`config.mk`:
```
export PLATFORM = sky130hd
export DESIGN_NAME = serial_nibble_rx
export DESIGN_NICKNAME = d
export VERILOG_FILES = /design/src/rtl/serial_nibble_rx.sv
export SDC_FILE = /design/constraint.sdc
export NUM_CORES = 1
export LEC_CHECK = 0
export CORE_UTILIZATION = 25
export CTS_BUF_LIST = sky130_fd_sc_hd__clkbuf_8
export DETAILED_ROUTE_END_ITERATION = 10
export DONT_BUFFER_PORTS = 1
export GPL_ROUTABILITY_DRIVEN = 0
export PLACE_DENSITY_LB_ADDON = 0.25
export SLEW_MARGIN = 10
export SYNTH_ARGS = -nofsm -noshare
export SYNTH_HDL_FRONTEND = slang
export SYNTH_SLANG_ARGS = --single-unit
```
`constraint.sdc`:
```
create_clock -name clk -period 4.53 [get_ports clk]
set_input_delay 1.359 -clock clk [delete_from_list [all_inputs] [get_ports clk]]
set_output_delay 1.359 -clock clk [all_outputs]
set_load 0.05 [all_outputs]
```
`src/rtl/serial_nibble_rx.sv`:
```
// Asynchronous serial frame receiver: start bit, WIDTH data bits LSB first,
// optional parity bit, stop bit. Delivers the nibble with a one-cycle valid strobe.
module serial_nibble_rx #(
  parameter int WIDTH      = 4,
  parameter int BIT_CYCLES = 4,
  parameter int PARITY_EN  = 1,
  parameter int PARITY_ODD = 0
) (
  input  logic             clk,
  input  logic             reset_n,
  input  logic             rx,
  output logic [WIDTH-1:0] data,
  output logic             valid,
  output logic             parity_err,
  output logic             frame_err,
  output logic             busy
);

  localparam int H  = BIT_CYCLES / 2;
  localparam int BW = $clog2(WIDTH + 1);

  typedef enum logic [2:0] {
    IDLE      = 3'd0,
    START     = 3'd1,
    DATA      = 3'd2,
    PARITY    = 3'd3,
    STOP      = 3'd4,
    WAIT_HIGH = 3'd5
  } state_t;

  state_t           state_reg, state_next;
  logic             sync1_reg, sync2_reg;
  logic [7:0]       cnt_reg, cnt_next;
  logic [BW-1:0]    bit_reg, bit_next;
  logic [WIDTH-1:0] shift_reg, shift_next;
  logic             par_reg, par_next;
  logic [WIDTH-1:0] data_next;
  logic             valid_next, perr_next, ferr_next;
  logic             s, bit_tick, half_tick;

  assign s         = sync2_reg;
  assign bit_tick  = (cnt_reg == 8'(BIT_CYCLES));
  assign half_tick = (cnt_reg == 8'(H));

  // State register, synchronizer and registered output pulses.
  always_ff @(posedge clk or negedge reset_n) begin
    if (!reset_n) begin
      state_reg  <= IDLE;
      sync1_reg  <= 1'b1;
      sync2_reg  <= 1'b1;
      cnt_reg    <= '0;
      bit_reg    <= '0;
      shift_reg  <= '0;
      par_reg    <= 1'b0;
      data       <= '0;
      valid      <= 1'b0;
      parity_err <= 1'b0;
      frame_err  <= 1'b0;
    end else begin
      state_reg  <= state_next;
      sync1_reg  <= rx;
      sync2_reg  <= sync1_reg;
      cnt_reg    <= cnt_next;
      bit_reg    <= bit_next;
      shift_reg  <= shift_next;
      par_reg    <= par_next;
      data       <= data_next;
      valid      <= valid_next;
      parity_err <= perr_next;
      frame_err  <= ferr_next;
    end
  end

  // Next-state logic. cnt_reg equals the number of cycles since the last
  // sample point, so every sample lands exactly BIT_CYCLES after the previous.
  always_comb begin
    state_next = state_reg;
    cnt_next   = cnt_reg + 8'd1;
    bit_next   = bit_reg;
    shift_next = shift_reg;
    par_next   = par_reg;
    case (state_reg)
      IDLE: begin
        cnt_next = '0;
        if (!s) begin
          state_next = START;
          cnt_next   = 8'd1;
          bit_next   = '0;
          par_next   = 1'b0;
        end
      end
      START: begin
        if (half_tick) begin
          cnt_next   = s ? 8'd0 : 8'd1;
          state_next = s ? IDLE : DATA;
        end
      end
      DATA: begin
        if (bit_tick) begin
          shift_next = {s, shift_reg[WIDTH-1:1]};
          cnt_next   = 8'd1;
          bit_next   = bit_reg + 1'b1;
          if (bit_reg == BW'(WIDTH - 1))
            state_next = (PARITY_EN != 0) ? PARITY : STOP;
        end
      end
      PARITY: begin
        if (bit_tick) begin
          par_next   = s;
          cnt_next   = 8'd1;
          state_next = STOP;
        end
      end
      STOP: begin
        if (bit_tick) begin
          cnt_next   = '0;
          state_next = s ? IDLE : WAIT_HIGH;
        end
      end
      WAIT_HIGH: begin
        cnt_next = '0;
        if (s) state_next = IDLE;
      end
      default: begin
        state_next = IDLE;
        cnt_next   = '0;
      end
    endcase
  end

  // Output logic: pulse values for the cycle after the stop sample.
  always_comb begin
    busy       = (state_reg != IDLE);
    valid_next = (state_reg == STOP) && bit_tick && s;
    ferr_next  = (state_reg == STOP) && bit_tick && !s;
    perr_next  = valid_next && (PARITY_EN != 0) &&
                 ((^shift_reg ^ par_reg) != (PARITY_ODD != 0));
    data_next  = valid_next ? shift_reg : data;
  end

endmodule

```
==> After elaboration in Yosys (flattened, before gate mapping) <==
Cells that the tools add are included.
{ "totals": {"regBits": 28, "latch_bits": 0, "ramBits": 0, "rom_bits": 0, "in_bits": 3, "memories": 0} }
{ "classes": {"n_addsub": 2, "n_mul": 0, "div": 0, "order_cmp": 0, "n_eq_ne": 15, "shifts": 0, "mux": 21, "bitwise": 1, "n_reduce_logical": 15} }
{ "op_table": {"columns": ["cell", "count"], "rows": [
  ["case mux 8 bit (4 select lines)", 1],
  ["2-to-1 mux 3 bit", 10],
  ["2-to-1 mux 8 bit", 3],
  ["case mux 3 bit (6 select lines)", 1],
  ["inequality test 2 bit, second input constant", 7],
  ["equality test 3 x 2 -> 1 bit, second input constant", 3],
  ["adder 8 x 1 -> 8 bit, second input constant", 1],
  ["equality test 8 x 2 -> 1 bit, second input constant", 1],
  ["equality test 8 x 3 -> 1 bit, second input constant", 1],
  ["AND reduction 7 bit", 1],
  ["equality test 3 bit, second input constant", 2],
  ["case mux 3 bit (2 select lines)", 1],
  ["AND reduction 3 bit", 2],
  ["logical AND 1 bit", 4],
  ["nonzero test 2 bit", 2],
  ["parity 4 bit", 1],
  ["adder 3 x 1 -> 3 bit, second input constant", 1],
  ["equality test 3 x 1 -> 1 bit, second input constant", 1],
  ["logical NOT 3 bit", 1],
  ["2-to-1 mux 1 bit", 3],
  ["nonzero test 3 bit", 1],
  ["2-to-1 mux 2 bit", 1],
  ["case mux 1 bit (2 select lines)", 1],
  ["AND reduction 2 bit", 1],
  ["other kinds (3)", 3]
]} }

==> Depth between registers and ports, before layout <==
Gate-level depths: netlist of run 1.
{ "depth": {"depth_word": 4, "mapped_depth": 6} }

==> Least setup slack after synthesis of run 1 <==
No wires, ideal clock.
{ "synth_timing": {"path_type": "register to output", "startpoint": "register state_reg[0]", "endpoint": "output busy", "arrival_ns": 1.123, "required_time_ns": 3.171, "path_slack_ns": 2.048, "path_stages_with_launch": 3, "n_path_buf": 1, "cell_sequence": "dfrtp_1 -> buf_2 -> or3_1"} }
{ "synth_between": {"elab_chain_len": 1} }
{ "synth_lines": {"columns": ["item", "line", "source"], "rows": [
  ["start: declaration", "31", "state_t state_reg, state_next;"],
  ["start signal: assignment", "60", "state_reg <= state_next;"],
  ["nonzero test 3 bit", "133", "busy = (state_reg != IDLE);"],
  ["end: declaration", "16", "output logic busy"]
]} }
Every way passes these cells.

==> Worst setup path in the final report of run 1 <==
{ "layout_timing": {"startpoint": "register state_reg[2]", "endpoint": "output busy"} }
The elaborated chain is that of the path after synthesis.

==> run summary, run 1 <==
Outcome
• complete, no violations — status

Clocking
• 0 — CTS Hold Buffers Added
• 2 — CTS Buffer Depth
• 0.28 ns — insertion delay to the later sink of the worst-skew pair
• 1 — Clock H-tree levels
• 0 — number of instances resized during post-cts repair
• 3 — Inserted Clock Buffers
• 0.10 ns — Clock Pin Slew Worst Setup and Hold Paths
• done — TritonCTS clock tree
• sky130_fd_sc_hd__clkbuf_8 — master cell of the clock root buffer
• 0 — total setup buffers inserted after CTS
• 28 — clock net sink count

Yosys
• sky130_fd_sc_hd__dfrtp_1 — most common cell in the netlist
• 100% — post-synthesis async set-or-reset flop share
• 0 — EDFF count, synth
• 128 — cell count after synthesis
• 11.4 um^2 — Synth Area per Inst
• 1460 um^2 — Netlist Area Pre-Place
• 26 x sky130_fd_sc_hd__dfrtp_1, 12 x sky130_fd_sc_hd__nor2_1, 9 x sky130_fd_sc_hd__nand3_1 — synth cell count leaders
• sky130_fd_sc_hd__dfrtp_1 — flip-flop cell with the highest count after synthesis
• 0 — synth warn
• sky130_fd_sc_hd__dfrtp_1 — library cell occupying the most area in the post-synthesis netlist
• 44.5% — share of the synthesized area in the top cell type
• 46 — number of library cell types mapped by synthesis
• 48.1% — sequential fraction of the synthesis area
• 136 — Net Count, Synth
• 28 — #FFs+latches synth
• sky130_fd_sc_hd__dfrtp_1 45%, sky130_fd_sc_hd__mux2_1 5.4%, sky130_fd_sc_hd__ha_1 4.3% — cell types occupying the most area after synthesis

Drt
• 1210 um — DR WL met2
• 910 — via count
• 4.55 — via density per instance
• 0 — remaining routing DRC violations
• 18 — number of DRC violations after detailed-routing iteration 0
• 1330 um — M1 wire length
• 13.1 um — Routed WL per cell
• met3 — top layer used by detailed routing
• 2620 um — sum of routed wire length over all layers
• 4 — Initial DRT Pass Iterations
• 81 um — length of routed met3 wiring
• 0 — ANT nets after route

Hold path
• register to register — Hold WC Path Type

Worst setup path
• primary output — endpoint kind of the worst setup timing path
• 0 — buffer and inverter count on the worst path
• register to primary output — Worst Path Class, Setup
• 3.17 ns — required time of the critical path
• sky130_fd_sc_hd__or3_1 — Critical-path top delay cell
• 1.45 ns — arrival time at the worst endpoint
• simple AND/OR/NAND/NOR gates — gate family responsible for the most delay along the worst path
• or3_1 — series of cell instances along the critical path
• 12 — Worst Path Max Fanout
• 0.65 ns — longest individual stage delay on the worst path
• register — nature of the critical path startpoint

STA
• 66.0% — Slew HR
• 0 — pins over their slew limit
• 0 — count of final setup violators
• false — unrepaired setup endpoints after global routing
• 0 ns — final setup TNS
• 0.00391 ns — worst setup skew after layout
• 0 — number of endpoints with negative hold slack in the final report
• 2.81 ns — minimum clock period after layout
• 61.9% — final period utilization
• 356 MHz — maximum clock frequency
• 0.508 ns — Worst-Margin Slew

Run
• 0 — reported max-cap violation count

Pwr
• 0.705 nW — Static Leakage
• 0.143 mV — maximum vdd drop
• 507 nW/um^2 — Power Density

Place
• 1900 um — sum of net half-perimeters after detailed placement
• 0 — PortBufs

Floorplan
• 27 — Row Count
• 26.2% — Starting Density
• 5570 um^2 — floorplan core area
• 78.5 um — Die Width
• 78.5 um — die span in y
• 6160 um^2 — die area
• 11 — I/O pins

Cells and area
• 137 — number of nets in the layout
• 8 — Largest register FFs
• 14.1% — fraction of layout instances using a drive strength above 1
• 601 — layout filler cell count
• 9.59% — layout overhead on the synthesized area
• 0 — count of antenna diodes in the layout
• 28.7% — final core area utilization

Global routing
• 29 — maximum number of pins on one net before global-route repair
• 0 — number of antenna violations at the first check in global routing
• 0 — overall overflow remaining after global route
• 4640 um — wire length of the first global-routing pass
• 938 — number of global-route vias before repair
• 9.59% — GRT Util Overall

==> layout make-up <==
class	count	area, um^2	share of cell area (%)
Inverter	5	18.8	1.17
Clock buffer	3	41.3	2.58
Clock inverter	1	30.0	1.87
Tap cell	72	90.1	5.62
Sequential cell	28	703	43.9
Multi-Input combinational cell	91	718	44.8
==> where the power goes <==
| part | total [mW] | switching (mW) | internal (mW) |
|---|---|---|---|
| Clock | 0.201 | 0.0829 | 0.118 |
| Sequential | 0.352 | 0.0642 | 0.288 |
| Combinational | 0.258 | 0.140 | 0.118 |
==> cells in the final DEF (no fill, tap or decap), types with 2 or more instances in the layout <==
cell,instances
sky130_fd_sc_hd__dfrtp_1,26
sky130_fd_sc_hd__nor2_1,12
sky130_fd_sc_hd__nand3_1,9
sky130_fd_sc_hd__mux2_1,7
sky130_fd_sc_hd__xor2_1,6
sky130_fd_sc_hd__inv_1,5
sky130_fd_sc_hd__ha_1,5
sky130_fd_sc_hd__and3_1,4
sky130_fd_sc_hd__o21ai_0,4
sky130_fd_sc_hd__nand2_1,4
sky130_fd_sc_hd__xnor2_1,4
sky130_fd_sc_hd__nor2b_1,3
sky130_fd_sc_hd__clkbuf_8,3
sky130_fd_sc_hd__nor3b_2,2
sky130_fd_sc_hd__a21oi_1,2
sky130_fd_sc_hd__nor3_1,2
sky130_fd_sc_hd__dfstp_2,2
==> worst paths after layout <==
path | from | to | slack, ns | cells past startpoint
min in group asynchronous | reset_n | data[1] | 0.76 | 0
worst max register to register | cnt_reg[0] | data[3] | 2.72 | 6
worst max-delay path | state_reg[2] | busy | 1.72 | 1
worst min register to register | sync1_reg | s | 0.36 | 0
worst min-delay path | sync1_reg | s | 0.36 | 0
max in group asynchronous | reset_n | s | 3.60 | 0
==> per-layer routing <==
layer | global-route usage (%) | vias up
met3 | 2.91 | 0
li1 | - | 451
met5 | 0 | -
met2 | 14.9 | 8
met1 | 13.1 | 451
met4 | 1.85 | 0
==> stage by stage <==
stage | power [mW] | cell area, um^2 | hold slack [ns] | setup slack, ns | cells
5_1_grt | 0.869 | 1600 | 0.374 | 1.67 | 200
6_report | 0.812 | 1600 | 0.362 | 1.72 | 200
4_1_cts | 0.823 | 1600 | 0.363 | 1.71 | 200
2_1_floorplan | 0.572 | 1460 | 0.345 | 2.05 | 128
3_3_place_gp | 0.615 | 1530 | 0.350 | 2.06 | 196
3_5_place_dp | 0.617 | 1530 | 0.347 | 2.04 | 196
==> cell families after synthesis <==
family          share of synthesized area [%]
simple gates                             22.6
mux                                      6.85
flops                                    48.1
buf+inv                                  2.74
xor+xnor                                 5.99
compound gates                           9.42
fa+ha+maj                                4.28
(Power assumes the default switching activity.)
==> inputs of run 2 (changes only) <==
clock period = 2.9 ns   (was 4.53 ns; I/O delays follow)
==> run summary, run 2 (synthesis results as in run 1) <==
STA
• 0.00513 ns — worst setup skew after layout
• 0 — number of endpoints with negative hold slack in the final report
• false — unrepaired setup endpoints after global routing
• 79.6% — final period utilization
• 0.554 ns — Worst-Margin Slew
• 2.31 ns — minimum clock period after layout
• 0 — count of final setup violators
• 0 ns — final setup TNS
• 63.0% — Slew HR
• 0 — pins over their slew limit
• 433 MHz — maximum clock frequency

Worst setup path
• 0.63 ns — longest individual stage delay on the worst path
• 2.03 ns — required time of the critical path
• 6 — reg2reg path depth
• simple AND/OR/NAND/NOR gates — gate family responsible for the most delay along the worst path
• register to primary output — Worst Path Class, Setup
• register — nature of the critical path startpoint
• 1.44 ns — arrival time at the worst endpoint
• 0 — buffer and inverter count on the worst path
• 1 — Crit path depth
• or3_1 — series of cell instances along the critical path
• sky130_fd_sc_hd__or3_1 — Critical-path top delay cell
• primary output — endpoint kind of the worst setup timing path
• 13 — Worst Path Max Fanout

Global routing
• 10.1% — GRT Util Overall
• 4910 um — wire length of the first global-routing pass
• 982 — number of global-route vias before repair
• 0 — overall overflow remaining after global route
• 29 — maximum number of pins on one net before global-route repair
• 0 — number of antenna violations at the first check in global routing

Pwr
• 0.308 mV — maximum vdd drop
• 0.447 mW — switching power
• 35.3% — switching share of power
• 1.27 mW — Design Power
• 0.705 nW — Static Leakage
• 32.3% — combinational fraction of design power
• 24.2% — clock power share
• 0.818 mW — internal power summed over all cells
• 790 nW/um^2 — Power Density
• 43.5% — proportion of power drawn by flip-flops and latches

Clocking
• sky130_fd_sc_hd__clkbuf_8 — master cell of the clock root buffer
• 1 — Clock H-tree levels
• 0.10 ns — Clock Pin Slew Worst Setup and Hold Paths
• 28 — clock net sink count
• 0.28 ns — insertion delay to the later sink of the worst-skew pair
• 3 — Inserted Clock Buffers
• 0 — CTS Hold Buffers Added
• done — TritonCTS clock tree
• 0 — total setup buffers inserted after CTS
• 2 — CTS Buffer Depth
• 0 — number of instances resized during post-cts repair

Drt
• 4.60 — via density per instance
• 2640 um — sum of routed wire length over all layers
• 919 — via count
• 26 — number of DRC violations after detailed-routing iteration 0
• 0 — remaining routing DRC violations
• 13.2 um — Routed WL per cell
• 0 — ANT nets after route
• 3 — Initial DRT Pass Iterations

Place
• 1930 um — sum of net half-perimeters after detailed placement
• 0 — PortBufs

Hold path
• primary input to async pin — Hold WC Path Type

Cells and area
• 0 — count of antenna diodes in the layout
• 718 um^2 — area of the multi-input gates
• 28.7% — final core area utilization
• sky130_fd_sc_hd__dfrtp_1 — most common cell after layout, fill and taps aside
• 14.1% — fraction of layout instances using a drive strength above 1
• 26 x sky130_fd_sc_hd__dfrtp_1, 12 x sky130_fd_sc_hd__nor2_1, 9 x sky130_fd_sc_hd__nand3_1, 7 x sky130_fd_sc_hd__mux2_1, 6 x sky130_fd_sc_hd__xor2_1 — most frequent cells in the layout
• 137 — number of nets in the layout
• 9.59% — layout overhead on the synthesized area
• 8 — Largest register FFs
• 703 um^2 — Seq. cell area
• 588 — layout filler cell count

Floorplan
• 11 — I/O pins
• 78.5 um — Die Width
• 27 — Row Count
• 26.2% — Starting Density
• 78.5 um — die span in y
• 5570 um^2 — floorplan core area
• 6160 um^2 — die area

Outcome
• complete, no violations — status

Run
• 0 — reported max-cap violation count

run 2: worst paths after layout:
check	start	to	slack [ns]
worst max register to register	cnt_reg[0]	data[2]	1.07
worst min register to register	sync1_reg	s	0.36
min in group clk	sync1_reg	s	0.36
worst min-delay path	reset_n	data[1]	0.27
max in group asynchronous	reset_n	s	2.45
worst max-delay path	state_reg[0]	busy	0.59
run 2: final cells by class:
type / count / area share [%]
multi-input cells: 91 / 44.8
flip-flops and latches: 28 / 43.9
well taps: 72 / 5.62
clock buffers: 3 / 2.58
clock inverters: 1 / 1.87
inverters: 5 / 1.17
run 2: worst reg2reg max path, delay by kind of cell (launching register included):
family,cells,cell delay (ns)
simple gates,3,0.61
flops,1,0.45
mux,1,0.33
fa+ha+maj,1,0.20
buf+inv,1,0.13
run 2: power by group through the flow:
stage | combinational (mW) | sequential, mW | clock [mW]
finish | 0.409 | 0.550 | 0.307
global placement | 0.406 | 0.550 | 0
CTS | 0.415 | 0.548 | 0.320
global route | 0.460 | 0.565 | 0.335
floorplan | 0.394 | 0.499 | 0
detailed placement | 0.412 | 0.555 | 0
run 2: per-stage QoR:
step	std cells	hold slack [ns]	setup slack, ns	instance area [um^2]
finish	200	0.273	0.592	1600
global placement	196	0.350	0.919	1530
global route	200	0.251	0.533	1600
detailed placement	196	0.347	0.894	1530
floorplan	128	0.345	0.907	1460
CTS	200	0.262	0.573	1600
run 2: metal layers:
layer | wire length [um] | vias to the layer above | track usage (%)
li1 | - | 451 | -
met1 | 1310 | 457 | 13.4
met2 | 1220 | 7 | 16.6
met3 | 74 | 4 | 2.56
met4 | 23 | 0 | 2.22
met5 | 0 | - | 0
==> RTL change 1: new RTL, settings of run 2 <==
Take the reset off `data` and load it in a clocked block of its own.
--- a/src/rtl/serial_nibble_rx.sv
+++ b/src/rtl/serial_nibble_rx.sv
@@ -54,3 +54,2 @@
       par_reg    <= 1'b0;
-      data       <= '0;
       valid      <= 1'b0;
@@ -66,3 +65,2 @@
       par_reg    <= par_next;
-      data       <= data_next;
       valid      <= valid_next;
@@ -71,2 +69,6 @@
     end
+  end
+
+  always_ff @(posedge clk) begin
+    data <= data_next;
   end
Formal check against the unedited RTL: same outputs for any inputs over 10 cycles, from zero or initial values and one cycle with reset_n low; that may be too few to reach the edited logic, so the function may still have changed.
==> RTL change 1 against run 2 <==
  * Sequential cell count stayed put
  * Routed wire length is 9.0% lower
  * Design area is 4.4% lower
  * Worst setup slack better by 0.022 ns
  * First-iteration DRC count is 23% higher
  * Sequential power hardly changed
  * Fmax is 0.95% higher
  * Via count is 2.3% lower
  * Worst hold slack hardly changed
  * Final cell count is 3.5% lower
  * Power is 1.9% lower
  * Area after synthesis is 4.5% lower
  * Critical path type unchanged
  * Highest routed layer unchanged
==> RTL change 1: results (changes against run 2) <==
- Antenna diode instance count: 0 (unchanged)
- Largest net degree at the start of global routing: 25 (-14%)
- # hold bufs at CTS: 0 (unchanged)
- Synth cell count leaders: 22 x dfrtp_1, 12 x nor2_1, 9 x nand3_1
- First-pass GRT wire length: 4210 um (-14%)
- 1st-pass router iterations: 4 (+1)
- Vias in the first global route: 868 (-12%)
- LEAKAGE: 0.000678 uW (-3.9%)
- Clock Power Share: 0.248 (+0.006)
- Placed cell area: 0.00146 mm2 (-4.6%)
- Vias after detailed routing: 898 (-2.3%)
- Post-synthesis mux area share: 0.0323 (-0.0362)
- Fraction of layout cells with a size suffix above 1: 0.122 (-0.0187)
- Synth Flop Type: dfrtp_1
- Fillcell total: 546 (-7.1%)
- Least-Margin Pin Slew: 0.719 ns (+0.165 ns)
- Initial DRC count: 32 (+23%)
- Top cells by area, synth: dfrtp_1 39%, edfxtp_1 8.6%, ha_1 4.5%, dfstp_2 3.8%, nand3_1 3.2%
- Register area share after synthesis: 0.518 (+0.0368)
- Synth async-reset ratio: 0.857 (-0.143)
- Synthesis-to-layout area growth: 9.68% (about the same)
- Synthesized-area fraction occupied by adder cells: 0.0448 (+0.00199)
- Detailed Place HPWL: 1790 um (-7.0%)
- Total track usage: 0.0916 (-0.00978)
- Post-synth net total: 132 (-2.9%)
- Status: complete, no violations
- Synth Area in XOR/XNOR: 0.0627 (+0.00279)
- Routed len/inst: 12.4 um (-5.7%)
- Synth Area in Compound Gates: 0.102 (+0.00797)
## RTL change 1: cell count changes after synthesis, moves of 2 or more
| cell | delta |
|---|---|
| mux2_1 | -6 |
| dfrtp_1 | -4 |
| edfxtp_1 | +4 |
| buf_2 | +2 |
| mux2_2 | +2 |
| nor3b_2 | -2 |
| o21ai_0 | +2 |
## RTL change 1: metal layers
metal / global-route usage / share of wire / wire (um)
met1: 0.107 / 0.45 / 1090
met5: 0 / 0 / 0
met3: 0.0298 / 0.045 / 109
met4: 0.0231 / 0.010 / 25
met2: 0.160 / 0.49 / 1170
## RTL change 1: per-stage QoR
stage,setup slack [ns],std cells,utilization
after floorplan,0.931,124,-
after global routing,0.541,193,0.292
after CTS,0.602,193,0.292
after global placement,0.879,189,0.279
after detailed placement,0.737,189,0.279
final,0.613,193,0.292
## RTL change 1: layout make-up
| cell class | count | area, um2 | area share |
|---|---|---|---|
| Sequential cell | 28 | 723 | 0.472 |
| Tap cell | 70 | 87.6 | 0.0572 |
| Inverter | 6 | 22.5 | 0.0147 |
| Multi-Input combinational cell | 85 | 627 | 0.409 |
| Clock buffer | 3 | 41.3 | 0.0270 |
| Clock inverter | 1 | 30.0 | 0.0196 |
## RTL change 1: power by group through the flow
stage,logic [uW],clock network [uW],registers [uW]
2_1_floorplan,368,0,506
3_3_place_gp,388,0,556
3_5_place_dp,384,0,559
4_1_cts,387,320,552
5_1_grt,429,341,564
6_report,381,308,552
## RTL change 1: kinds of logic (layout without fill, tap and decap cells)
group / Yosys count / count (layout)
mux: 4 / 4
compound gates: 18 / 18
xor+xnor: 10 / 10
flops: 28 / 28
simple gates: 48 / 48
fa+ha+maj: 5 / 5
buf+inv: 11 / 10
## RTL change 1: path summary, 6_finish.rpt
path | slack [ns] | start | endpoint
worst max-delay path | 0.61 | state_reg[0]$_DFFE_PN0P_ | busy
worst max register to register | 0.73 | cnt_reg[0]$_DFF_PN0_ | data[0]$_DFFE_PP_
worst min register to register | 0.36 | sync1_reg$_DFF_PN1_ | s$_DFF_PN1_
worst min-delay path | 0.27 | reset_n | valid$_DFF_PN0_
min in group clk | 0.36 | sync1_reg$_DFF_PN1_ | s$_DFF_PN1_
max in group asynchronous | 2.45 | reset_n | sync1_reg$_DFF_PN1_
==> RTL change 2: new RTL, settings of run 2 <==
Without the edit above. `PARITY_ODD`: 0 -> 1.
--- a/src/rtl/serial_nibble_rx.sv
+++ b/src/rtl/serial_nibble_rx.sv
@@ -6,3 +6,3 @@
   parameter int PARITY_EN  = 1,
-  parameter int PARITY_ODD = 0
+  parameter int PARITY_ODD = 1
 ) (
Formal check against the unedited RTL: same outputs for any inputs over 10 cycles, from zero or initial values and one cycle with reset_n low; that may be too few to reach the edited logic, so the function may still have changed.
==> RTL change 2 against run 2 <==
  * Sequential cell count is the same
  * Routed wire length increased by 1.1%
  * Sequential share of layout area is 0.24 points higher
  * Area after synthesis decreased by 0.94%
  * Clock skew rose by 0.0041 ns
  * Clock power is 1% higher
  * Via count grew 3.8%
  * Power up 6.6%
  * Synthesized cell count is 5.5% higher
  * Worst setup slack worse by 0.026 ns
  * Combinational power up 18%
  * Design area shrank 0.55%
==> RTL change 2: results (changes against run 2) <==
- 1st-pass router iterations: 4 (+1)
- Peak VDD IR: 0.278 mV (-9.7%)
- Placed cell area: 0.00152 mm2 (-0.57%)
- Worst Setup SP: state_reg[0]$_DFFE_PN0P_
- Antenna diode instance count: 0 (unchanged)
- Layout Skew: 0.00920 ns (+0.00407 ns)
- Critical-path maximum fanout: 15 (+2)
- Total track usage: 0.0985 (-0.00283)
- Max-Cap Viols: 0 (unchanged)
- Least-Margin Pin Slew: 0.567 ns (+0.0137 ns)
- Crit-path slowest cell: or3_1
- Synth unique cells: 41 (-11%)
- Top cells by area, synth: dfrtp_1 45%, mux2_2 6.2%, ha_1 4.3%, dfstp_2 3.6%, nor2_1 3.1%
- Vias in the first global route: 978 (-0.41%)
- Initial DRC count: 77 (+200%)
- Status: complete, no violations
- Yosys warns: 0 (unchanged)
- Hold Vio Cnt, Final: 0 (unchanged)
- Register area share after synthesis: 0.486 (+0.00457)
- Worst R2R Start: cnt_reg[0]$_DFF_PN0_
- Synth cell count leaders: 26 x dfrtp_1, 12 x nor2_1, 8 x mux2_2
- Sw Ratio: 0.366 (+0.0125)
- CP top delay family: simple AND/OR/NAND/NOR gates
- Hold Path Class: input pin to async pin
- Largest net degree at the start of global routing: 29 (unchanged)
- Num CTS Buffers: 3 (unchanged)
- Detailed Place HPWL: 1930 um (+0.41%)
- Final std cells w/o fill: 206 (+3.0%)
- LEAKAGE: 0.000716 uW (+1.5%)
- Fillcell total: 581 (-1.2%)
- Min Tclk post-route: 2.33 ns (+0.0261 ns)
- Power per cell area: 847 mW/mm2 (+7.2%)
- Post-CTS Setup Repair Bufs: 0 (unchanged)
- Final core occ: 0.287 (about the same)
- FF-to-FF setup slack: 0.89 ns (-0.18 ns)
- Max Buffers Root-to-Sink: 2 (unchanged)
- # resized after CTS: 0 (unchanged)
- First-pass GRT wire length: 4670 um (-4.8%)
- Seq pwr share: 0.413 (-0.022)
- Worst-case hold slack: 0.268 ns (-0.00571 ns)
- Clock Power: 311 uW (+1%)
- Critical path arrival: 1.46 ns (+0.02 ns)
- Routed wire length: 2670 um (+1.1%)
- DP Cell Count: 202 (+3.1%)
- Vias per cell: 4.63 (+0.78%)
- Fraction of layout cells with a size suffix above 1: 0.157 (+0.0161)
- RR Endpoint: cnt_reg[5]$_DFF_PN0_
- Later-pin clock latency in the skew report: 0.28 ns (about the same)
- Max reg flops: 8 (unchanged)
- Mapped Cells: 135 (+5.5%)
## RTL change 2: kinds of logic after synthesis
group,after synthesis,synth area share
AND/OR/NAND/NOR,45,0.178
flip-flops,28,0.486
AO/OA/AOI/OAI,25,0.129
buffers and inverters,13,0.0346
XOR/XNOR,10,0.0605
multiplexers,9,0.0691
adder cells (fa/ha/maj),5,0.0432
## RTL change 2: final cells by class
| type | instances | area share |
|---|---|---|
| inverters | 7 | 0.0165 |
| well taps | 72 | 0.0566 |
| clock inverters | 1 | 0.0189 |
| clock buffers | 3 | 0.0259 |
| multi-input cells | 94 | 0.436 |
| flip-flops and latches | 28 | 0.441 |
| repair buffers | 1 | 0.00471 |
## RTL change 2: routing by layer
metal  vias up  global-route usage  part of all wire
met4         0              0.0389             0.016
met2        10               0.160              0.47
met1       465               0.122              0.48
li1        474                   -                 -
met5         -                   0                 0
met3         5              0.0302             0.038
